`src/rtl/scg_pkg.sv`:
```
// Shared definitions for the scg_* command sequencers.
// This file holds the SDRAM command codes, the sequencer state encoding and a sizing helper.
package scg_pkg;

    // SDRAM command codes driven onto the command mux
    localparam logic [3:0] CMD_NOP     = 4'd0;
    localparam logic [3:0] CMD_WRITE   = 4'd3;
    localparam logic [3:0] CMD_WRITEAP = 4'd4;
    localparam logic [3:0] CMD_READ    = 4'd5;
    localparam logic [3:0] CMD_READAP  = 4'd6;

    typedef enum logic [2:0] {
        StIdle  = 3'd0,
        StCmd   = 3'd1,
        StLat   = 3'd2,
        StData  = 3'd3,
        StRecov = 3'd4,
        StDone  = 3'd5
    } scg_state_e;

    // Largest of three cycle budgets; sizes the shared timing counter
    function automatic int unsigned scg_max3(input int unsigned a, input int unsigned b,
                                             input int unsigned c);
        int unsigned m;
        m = (a > b) ? a : b;
        return (m > c) ? m : c;
    endfunction

endpackage

```
`src/rtl/scg_cycle_cnt.sv`:
```
// Loadable down-counter with a zero flag.
// It times the latency, data and recovery phases of a burst.
// It saturates at zero, and a load always wins over counting.
module scg_cycle_cnt #(
    parameter int unsigned WIDTH = 3
) (
    input  logic             clk,
    input  logic             n_rst,
    input  logic             load,
    input  logic [WIDTH-1:0] load_val,
    output logic [WIDTH-1:0] cnt,
    output logic             zero
);

    logic [WIDTH-1:0] cnt_q, cnt_d;

    // Next count: load, else decrement until zero
    always_comb begin
        cnt_d = cnt_q;
        if (load) begin
            cnt_d = load_val;
        end else if (cnt_q != '0) begin
            cnt_d = cnt_q - WIDTH'(1);
        end
    end

    // Count register
    always_ff @(posedge clk or negedge n_rst) begin
        if (!n_rst) begin
            cnt_q <= '0;
        end else begin
            cnt_q <= cnt_d;
        end
    end

    assign cnt  = cnt_q;
    assign zero = (cnt_q == '0);

endmodule

```
`src/rtl/scg_burst_seq.sv`:
```
// Burst command-sequence generator for the SDRAM controller.
// It issues the column command, frames BURST_LEN data beats, waits out recovery and then
// holds done until start drops.
// The macro SCG_BRST_READ_EN compiles in the read path (the CMD and LAT states).
// Without it, every request is a write.
module scg_burst_seq
    import scg_pkg::*;
#(
    parameter int unsigned BURST_LEN = 4,
    parameter int unsigned CAS_LAT   = 2,
    parameter int unsigned REC_CYC   = 1,
    localparam int unsigned BeatW    = (BURST_LEN > 1) ? $clog2(BURST_LEN) : 1
) (
    input  logic             clk,
    input  logic             n_rst,
    input  logic             start,
    input  logic             rw,
    input  logic             ap,
    output logic             done,
    output logic             busy,
    output logic             chip,
    output logic [3:0]       command,
    output logic [BeatW-1:0] beat
);

    localparam int unsigned MaxCyc = scg_max3(BURST_LEN, CAS_LAT, REC_CYC);
    localparam int unsigned CntW   = $clog2(MaxCyc) + 1;

    scg_state_e      state_q, state_d;
    logic            ap_q, ap_d;
    logic            is_read;
    logic            cnt_load;
    logic [CntW-1:0] cnt_val;
    logic [CntW-1:0] cnt;
    logic            cnt_zero;

`ifdef SCG_BRST_READ_EN
    logic rw_q, rw_d;
    assign is_read = rw_q;
`else
    logic unused_rw;
    assign unused_rw = rw;
    assign is_read   = 1'b0;
`endif

    scg_cycle_cnt #(
        .WIDTH(CntW)
    ) u_cnt (
        .clk     (clk),
        .n_rst   (n_rst),
        .load    (cnt_load),
        .load_val(cnt_val),
        .cnt     (cnt),
        .zero    (cnt_zero)
    );

    // Next-state logic; each timed phase loads the counter with its length minus one
    always_comb begin
        state_d  = state_q;
        ap_d     = ap_q;
        cnt_load = 1'b0;
        cnt_val  = '0;
`ifdef SCG_BRST_READ_EN
        rw_d     = rw_q;
`endif
        unique case (state_q)
            StIdle: begin
                if (start) begin
                    ap_d = ap;
`ifdef SCG_BRST_READ_EN
                    rw_d = rw;
                    if (rw) begin
                        state_d = StCmd;
                    end else begin
                        state_d  = StData;
                        cnt_load = 1'b1;
                        cnt_val  = CntW'(BURST_LEN - 1);
                    end
`else
                    state_d  = StData;
                    cnt_load = 1'b1;
                    cnt_val  = CntW'(BURST_LEN - 1);
`endif
                end
            end
`ifdef SCG_BRST_READ_EN
            StCmd: begin
                cnt_load = 1'b1;
                if (CAS_LAT > 1) begin
                    state_d = StLat;
                    cnt_val = CntW'(CAS_LAT - 2);
                end else begin
                    state_d = StData;
                    cnt_val = CntW'(BURST_LEN - 1);
                end
            end
            StLat: begin
                if (cnt_zero) begin
                    state_d  = StData;
                    cnt_load = 1'b1;
                    cnt_val  = CntW'(BURST_LEN - 1);
                end
            end
`endif
            StData: begin
                if (cnt_zero) begin
                    if (REC_CYC > 0) begin
                        state_d  = StRecov;
                        cnt_load = 1'b1;
                        cnt_val  = CntW'(REC_CYC - 1);
                    end else begin
                        state_d = StDone;
                    end
                end
            end
            StRecov: begin
                if (cnt_zero) begin
                    state_d = StDone;
                end
            end
            StDone: begin
                if (!start) begin
                    state_d = StIdle;
                end
            end
            default: state_d = StIdle;
        endcase
    end

    // State and request registers
    always_ff @(posedge clk or negedge n_rst) begin
        if (!n_rst) begin
            state_q <= StIdle;
            ap_q    <= 1'b0;
`ifdef SCG_BRST_READ_EN
            rw_q    <= 1'b0;
`endif
        end else begin
            state_q <= state_d;
            ap_q    <= ap_d;
`ifdef SCG_BRST_READ_EN
            rw_q    <= rw_d;
`endif
        end
    end

    // Moore output decode; beat 0 is the cycle the counter still holds BURST_LEN-1
    always_comb begin
        done    = (state_q == StDone);
        busy    = (state_q != StIdle) && (state_q != StDone);
        chip    = (state_q == StData);
        beat    = chip ? BeatW'(CntW'(BURST_LEN - 1) - cnt) : '0;
        command = CMD_NOP;
        if (state_q == StCmd) begin
            command = ap_q ? CMD_READAP : CMD_READ;
        end else if (chip && !is_read && (cnt == CntW'(BURST_LEN - 1))) begin
            command = ap_q ? CMD_WRITEAP : CMD_WRITE;
        end
    end

endmodule
```
`config.mk`:
```
export PLATFORM = sky130hd
export DESIGN_NAME = scg_burst_seq
export DESIGN_NICKNAME = d
export VERILOG_FILES = /design/src/rtl/scg_pkg.sv /design/src/rtl/scg_cycle_cnt.sv /design/src/rtl/scg_burst_seq.sv
export SDC_FILE = /design/constraint.sdc
export NUM_CORES = 1
export LEC_CHECK = 0
export BUFFER_PORTS_ARGS = -buffer_cell sky130_fd_sc_hd__buf_2
export CELL_PAD_IN_SITES_DETAIL_PLACEMENT = 0
export CELL_PAD_IN_SITES_GLOBAL_PLACEMENT = 1
export CORE_UTILIZATION = 35
export CTS_CLUSTER_DIAMETER = 30
export DETAILED_ROUTE_END_ITERATION = 12
export GPL_TIMING_DRIVEN = 1
export HOLD_SLACK_MARGIN = 0.15
export MAX_ROUTING_LAYER = met4
export PLACE_DENSITY = 0.7
export SLEW_MARGIN = 20
export SYNTH_ARGS = -nofsm -noshare
export SYNTH_HDL_FRONTEND = slang
export SYNTH_SLANG_ARGS = --single-unit
```
`constraint.sdc`:
```
create_clock -name clk -period 2.2 [get_ports clk]
set_input_delay 0.33 -clock clk [delete_from_list [all_inputs] [get_ports clk]]
set_output_delay 0.33 -clock clk [all_outputs]
set_load 0.02 [all_outputs]
```
# Yosys cells after proc, flatten, opt, wreduce, memory -nomap -nowiden
# Cells that the tools add are included.
[totals]
ff_bits = 7
in_bits = 5
output_inout_bits = 9
elab_cells = 41
[classes]
addsub = 2
n_eq_ne = 10
mux = 17
reduce_logical = 9
[ops]
columns = ["op", "n"]
rows = [
  ["two-way mux 3 bit", 9],
  ["one-hot mux 3 bit (4 select lines)", 1],
  ["two-way mux 2 bit", 4],
  ["== test 3 x 2 -> 1 bit, second input constant", 2],
  ["== test 3 bit, second input constant", 2],
  ["zero test 3 bit", 2],
  ["!= test 2 bit, second input constant", 3],
  ["nonzero test 3 bit", 2],
  ["AND reduction 4 bit", 1],
  ["== test 3 x 1 -> 1 bit, second input constant", 1],
  ["!= test 3 bit, second input constant", 1],
  ["subtractor 3 x 1 -> 3 bit, second input constant", 1],
  ["logical AND 1 bit", 2],
  ["two-way mux 1 bit", 2],
  ["!= test 2 x 1 -> 1 bit, second input constant", 1],
  ["one-hot mux 1 bit (2 select lines)", 1],
  ["AND reduction 2 bit", 1],
  ["nonzero test 2 bit", 1],
  ["subtractor 2 bit, first input constant", 1],
]

# Logic depth before layout (Yosys ltp)
[logic_depth]
depth_word = 4
mapped_depth = 6
mapped_depth_nobuf = 5

# By module
# Synthesis repeated with hierarchy kept, for this count alone.
[hier_totals]
hier_cells = 61
area_unflattened_um2 = 565.5
[modules_own_cells]
columns = ["mod", "n_inst", "cells_per_inst", "area_per_inst_um2", "seq_area_each_um2"]
rows = [
  ["scg_burst_seq", 1, 40, 365.4, 100.1],
  ["scg_cycle_cnt", 1, 21, 200.2, 75.1],
]

# Worst setup path after synthesis
# Ideal clock, no wire load.
[synth_path]
path_kind = "reg2out"
start = "reg state_q[0]"
end = "out command[0]"
arrival_time_ps = 1251
t_required_ps = 1870
setup_slack_ps = 619
stages_incl_launch_ff = 3
path_buffers = 0
cell_sequence = "dfrtp_1 > or2b_1 > nor3_1"
[synth_between]
elab_chain_len = 4
word_cells_on_any_way = 5
classes_between = "eq/ne (2); mux (2); reduce/logical (1)"
[synth_lines]
columns = ["item", "line_no", "rtl"]
rows = [
  ["start: declaration", "scg_burst_seq.sv:29", "scg_state_e state_q, state_d;"],
  ["start signal: assignment", "scg_burst_seq.sv:133", "state_q <= StIdle;"],
  ["start signal: assignment", "scg_burst_seq.sv:139", "state_q <= state_d;"],
  ["== test 3 x 2 -> 1 bit", "scg_burst_seq.sv:151", "chip = (state_q == StData);"],
  ["logical AND 1 bit", "scg_burst_seq.sv:156", "end else if (chip && !is_read && (cnt == CntW'(BURST_LEN - 1))) begin"],
  ["two-way mux 3 bit", "scg_burst_seq.sv:156", ""],
  ["two-way mux 3 bit *", "scg_burst_seq.sv:154", "if (state_q == StCmd) begin"],
  ["end: declaration", "scg_burst_seq.sv:22", "output logic [3:0] command,"],
]
# Mark *: on every way between the ends. The rest lies on a longest branch, timed or not.

# Worst setup path after layout
[layout_path]
start = "reg u_cnt.cnt_q[0], in the netlist u_cnt.cnt[0]"
end = "out command[1]"
[layout_between]
elab_chain_len = 4
[layout_lines]
columns = ["item", "line_no", "rtl"]
rows = [
  ["start: declaration", "scg_cycle_cnt.sv:15", "logic [WIDTH-1:0] cnt_q, cnt_d;"],
  ["start signal: assignment", "scg_cycle_cnt.sv:32", "cnt_q <= cnt_d;"],
  ["== test 3 x 2 -> 1 bit", "scg_burst_seq.sv:156", ""],
  ["logical AND 1 bit", "scg_burst_seq.sv:156", ""],
  ["two-way mux 3 bit", "scg_burst_seq.sv:156", ""],
  ["two-way mux 3 bit", "scg_burst_seq.sv:154", ""],
]
# Every way passes these cells.

==> metrics.md <==
| Metric | Value |
|---|---|
| Status | `complete, no violations` |
| Final WL | `834 µm` |
| Clk root buf | `clkbuf_4` |
| DP Cell Count | `72` |
| Cell family with most CP delay | `flip-flops` |
| Filler instances | `131` |
| DRC violations left | `0` |
| Setup CP Type | `reg2out` |
| Global-route wire length before repair | `roughly 1.4 mm` |
| Worst hold path class | `in2reg` |
| Core Util, Final | `0.4821` |
| Core Rows | `12` |
| Final Cell Area | `571.8 µm²` |
| CTS tree | `built` |
| Die Y | `between 30 and 40 µm` |
| Antenna violations before repair | `0` |
| Syn_area_per_cell | `9.678 µm²` |
| Netlist cell types | `27` |
| Critical Path Source | `u_cnt.cnt[0]` |
| Storage element area | `around 180 µm²` |
| Crit path launch type | `flip-flop` |
| Vias in the first global route | `between 300 and 400` |
| Slowest cell on crit path | `dfrtp_1` |
| Die Area | `about 1500 µm²` |
| Multi-input logic area | `272.8 µm²` |
| Post-Syn Instances | `slightly below 50` |
| GPL Wtd Cong | `~0.66` |
| Post-Syn Nets | `57` |
| Slew HR | `0.6426` |
| Synth Register Bits | `7` |
| PwrDens | `1390 nW/µm²` |
| Clk_skew | `0.003284 ns` |
| Vias per cell | `a little under 5` |
| Final setup fails | `0` |
| Fin Setup TNS | `0 ns` |
| Worst-Margin Slew | `0.5350 ns` |
| CP Max Fanout | `5` |
| Final nets | `72` |
| Post-DP HPWL | `609.6 µm` |
| Hold buffer count at cts | `1` |
| Leak pwr | `about 0.32 nW` |
| Die Width | `38.81 µm` |
| Place WS | `0.5295 ns` |
| Synth Cell Area | `474.2 µm²` |
| Final hold vios | `0` |
| Critical path's largest stage delay | `around 0.41 ns` |
| Crit path cell chain | `ha_1 > nor2b_1 > nand3b_1 > a21oi_1 > buf_2` |
| RSZ-0062 raised after global routing | `no` |
| Antenna cells | `0` |
| ANT nets after route | `0` |
| Starting Density | `0.3998` |
| Slew Limit Fails | `0` |
| Area after DPL | `535.5 µm²` |
| 1st-iter DRT viols | `3` |
| Total power draw | `0.7946 mW` |
| Post-CTS Setup Inserts | `0` |
| Sequential area share after synthesis | `0.3694` |
| H-tree Lvls | `1` |
| Core box area | `1186 µm²` |
| Area grow syn2layout | `20.58%` |
| Via count | `379` |
| Fin crit share | `0.7990` |
| Fmax | `approximately 570 MHz` |
| I/O pin total | `14` |
| Period minus WS final | `1.758 ns` |
| CP arrival | `about 1.4 ns` |
| Yosys warnings | `0` |
| IO buf count | `11` |
| Number of iterations in the first detailed-routing pass | `2` |
| Worst setup EP type | `output port` |
| Worst r2r src | `u_cnt.cnt[0]` |
| CTS buffer count | `3` |
| Max-Cap Viols | `0` |
| Clk slew on worst S/H paths | `0.05 ns` |
| Worst-case clock buffer depth | `2` |
| Min-delay src | `ap` |
| Share of layout cells above drive strength 1 | `0.3016` |
| Hold_ws | `0.3129 ns` |
| Clock Latency Late Sink | `approximately 0.25 ns` |
| Final std cells w/o fill | `77` |
| Clk sink count | `7` |
| Critical path buffers and inverters | `1` |
| Total GRT Usage | `0.1432` |
| Congestion Overflow GR | `0` |
| Worst vdd ir | `0.7433 mV` |
| WL/cell | `10.83 µm` |
| Fin worst setup slack | `roughly 0.44 ns` |
| Critical Path RT | `~1.9 ns` |
| Largest net degree at the start of global routing | `9` |
| Post-CTS resize count | `0` |
[layout by cell type (no fill, tap or decap)]
cell	count
buf_2	11
nor2_1	7
dfrtp_1	7
inv_1	4
nand2_1	3
ha_1	3
clkbuf_4	3
nor2b_1	2
or2b_1	2
a21oi_1	2
nand3b_4	1
and3_2	1
nand3b_1	1
nor3_1	1
xnor2_1	1
nor4b_4	1
mux2i_1	1
and2b_2	1
a22oi_1	1
o22ai_1	1
a311o_1	1
and3_1	1
or3_1	1
o21bai_1	1
a32o_1	1
mux2_2	1
conb_1	1
clkbuf_1	1
dlygate4sd3_1	1
[cell type report]
class                      count  area share
inverter                       4     0.02626
sequential                     7      0.3063
tap                           14     0.03063
clock buffer                   4     0.04595
multi-input combinational     36      0.4770
timing repair buffer          12      0.1138
[per-layer routing]
metal / wire [µm] / share of wire / up-vias / GRT usage
met5: 0 / 0 / - / -
met4: 0 / 0 / 0 / 0.02586
met3: 57 / 0.068 / 0 / 0.08671
met2: 368 / 0.44 / 10 / 0.2083
met1: 408 / 0.49 / 175 / 0.1708
li1: - / - / 194 / -
[report_power, final]
group	internal [mW]	switching [mW]	total, mW
Sequential	0.185	0.0915	0.277
Combinational	0.186	0.215	0.402
Clock	0.0692	0.0468	0.116
[registers in the layout, summed over array words and instances (netlist names)]
name	cells
state_q	3
ap_q	1
u_cnt.cnt	3
[path summary, 6_finish.rpt]
path                       cells past startpoint            to  slack (ns)
max in group asynchronous                      2    state_q[0]        1.61
min                                            2          ap_q        0.31
min reg2reg                                    1  u_cnt.cnt[1]        0.58
max                                            5    command[1]        0.44
min in group asynchronous                      2  u_cnt.cnt[2]        0.43
max reg2reg                                    5  u_cnt.cnt[1]        0.56
[worst reg2reg max path, cell delays in order (launching register included)]
cell and delay [ns]:
dfrtp_1 0.42, inv_1 0.10, ha_1 0.16, nor2b_1 0.46, nor2_1 0.08, a311o_1 0.32
[cells in the mapped netlist]
library cell / number / area (µm²)
mux2_2: 1 / 11.26
o21bai_1: 1 / 7.510
and3_2: 1 / 7.510
ha_1: 3 / 37.54
nor2b_1: 2 / 12.51
dfrtp_1: 7 / 175.2
nor2_1: 7 / 26.28
or2b_1: 2 / 15.01
nand2_1: 3 / 11.26
and2b_2: 1 / 8.760
nand3b_1: 1 / 7.510
nand3b_4: 1 / 20.02
inv_1: 4 / 15.01
o22ai_1: 1 / 6.260
buf_4: 1 / 7.510
xnor2_1: 1 / 8.760
mux2i_1: 1 / 10.01
a22oi_1: 1 / 7.510
a32o_1: 1 / 10.01
and3_1: 1 / 6.260
a21oi_1: 2 / 10.01
nor3_1: 1 / 5.000
nor4b_4: 1 / 23.77
conb_1: 1 / 3.750
or3_1: 1 / 6.260
clkbuf_1: 1 / 3.750
a311o_1: 1 / 10.01
[cell families (layout without fill, tap and decap cells)]
kind of cell / after synthesis / count (layout) / share of synthesized area
buffers and inverters: 6 / 20 / 0.05540
AOI/OAI and AO/OA: 7 / 7 / 0.1082
xor gates and xnor gates: 1 / 1 / 0.01847
adders and majority gates: 3 / 3 / 0.07916
DFF: 7 / 7 / 0.3694
other: 1 / 1 / 0.007908
and+or+nand+nor: 22 / 22 / 0.3166
muxes: 2 / 2 / 0.04485
No activity file was read; power rests on OpenSTA's default activity.
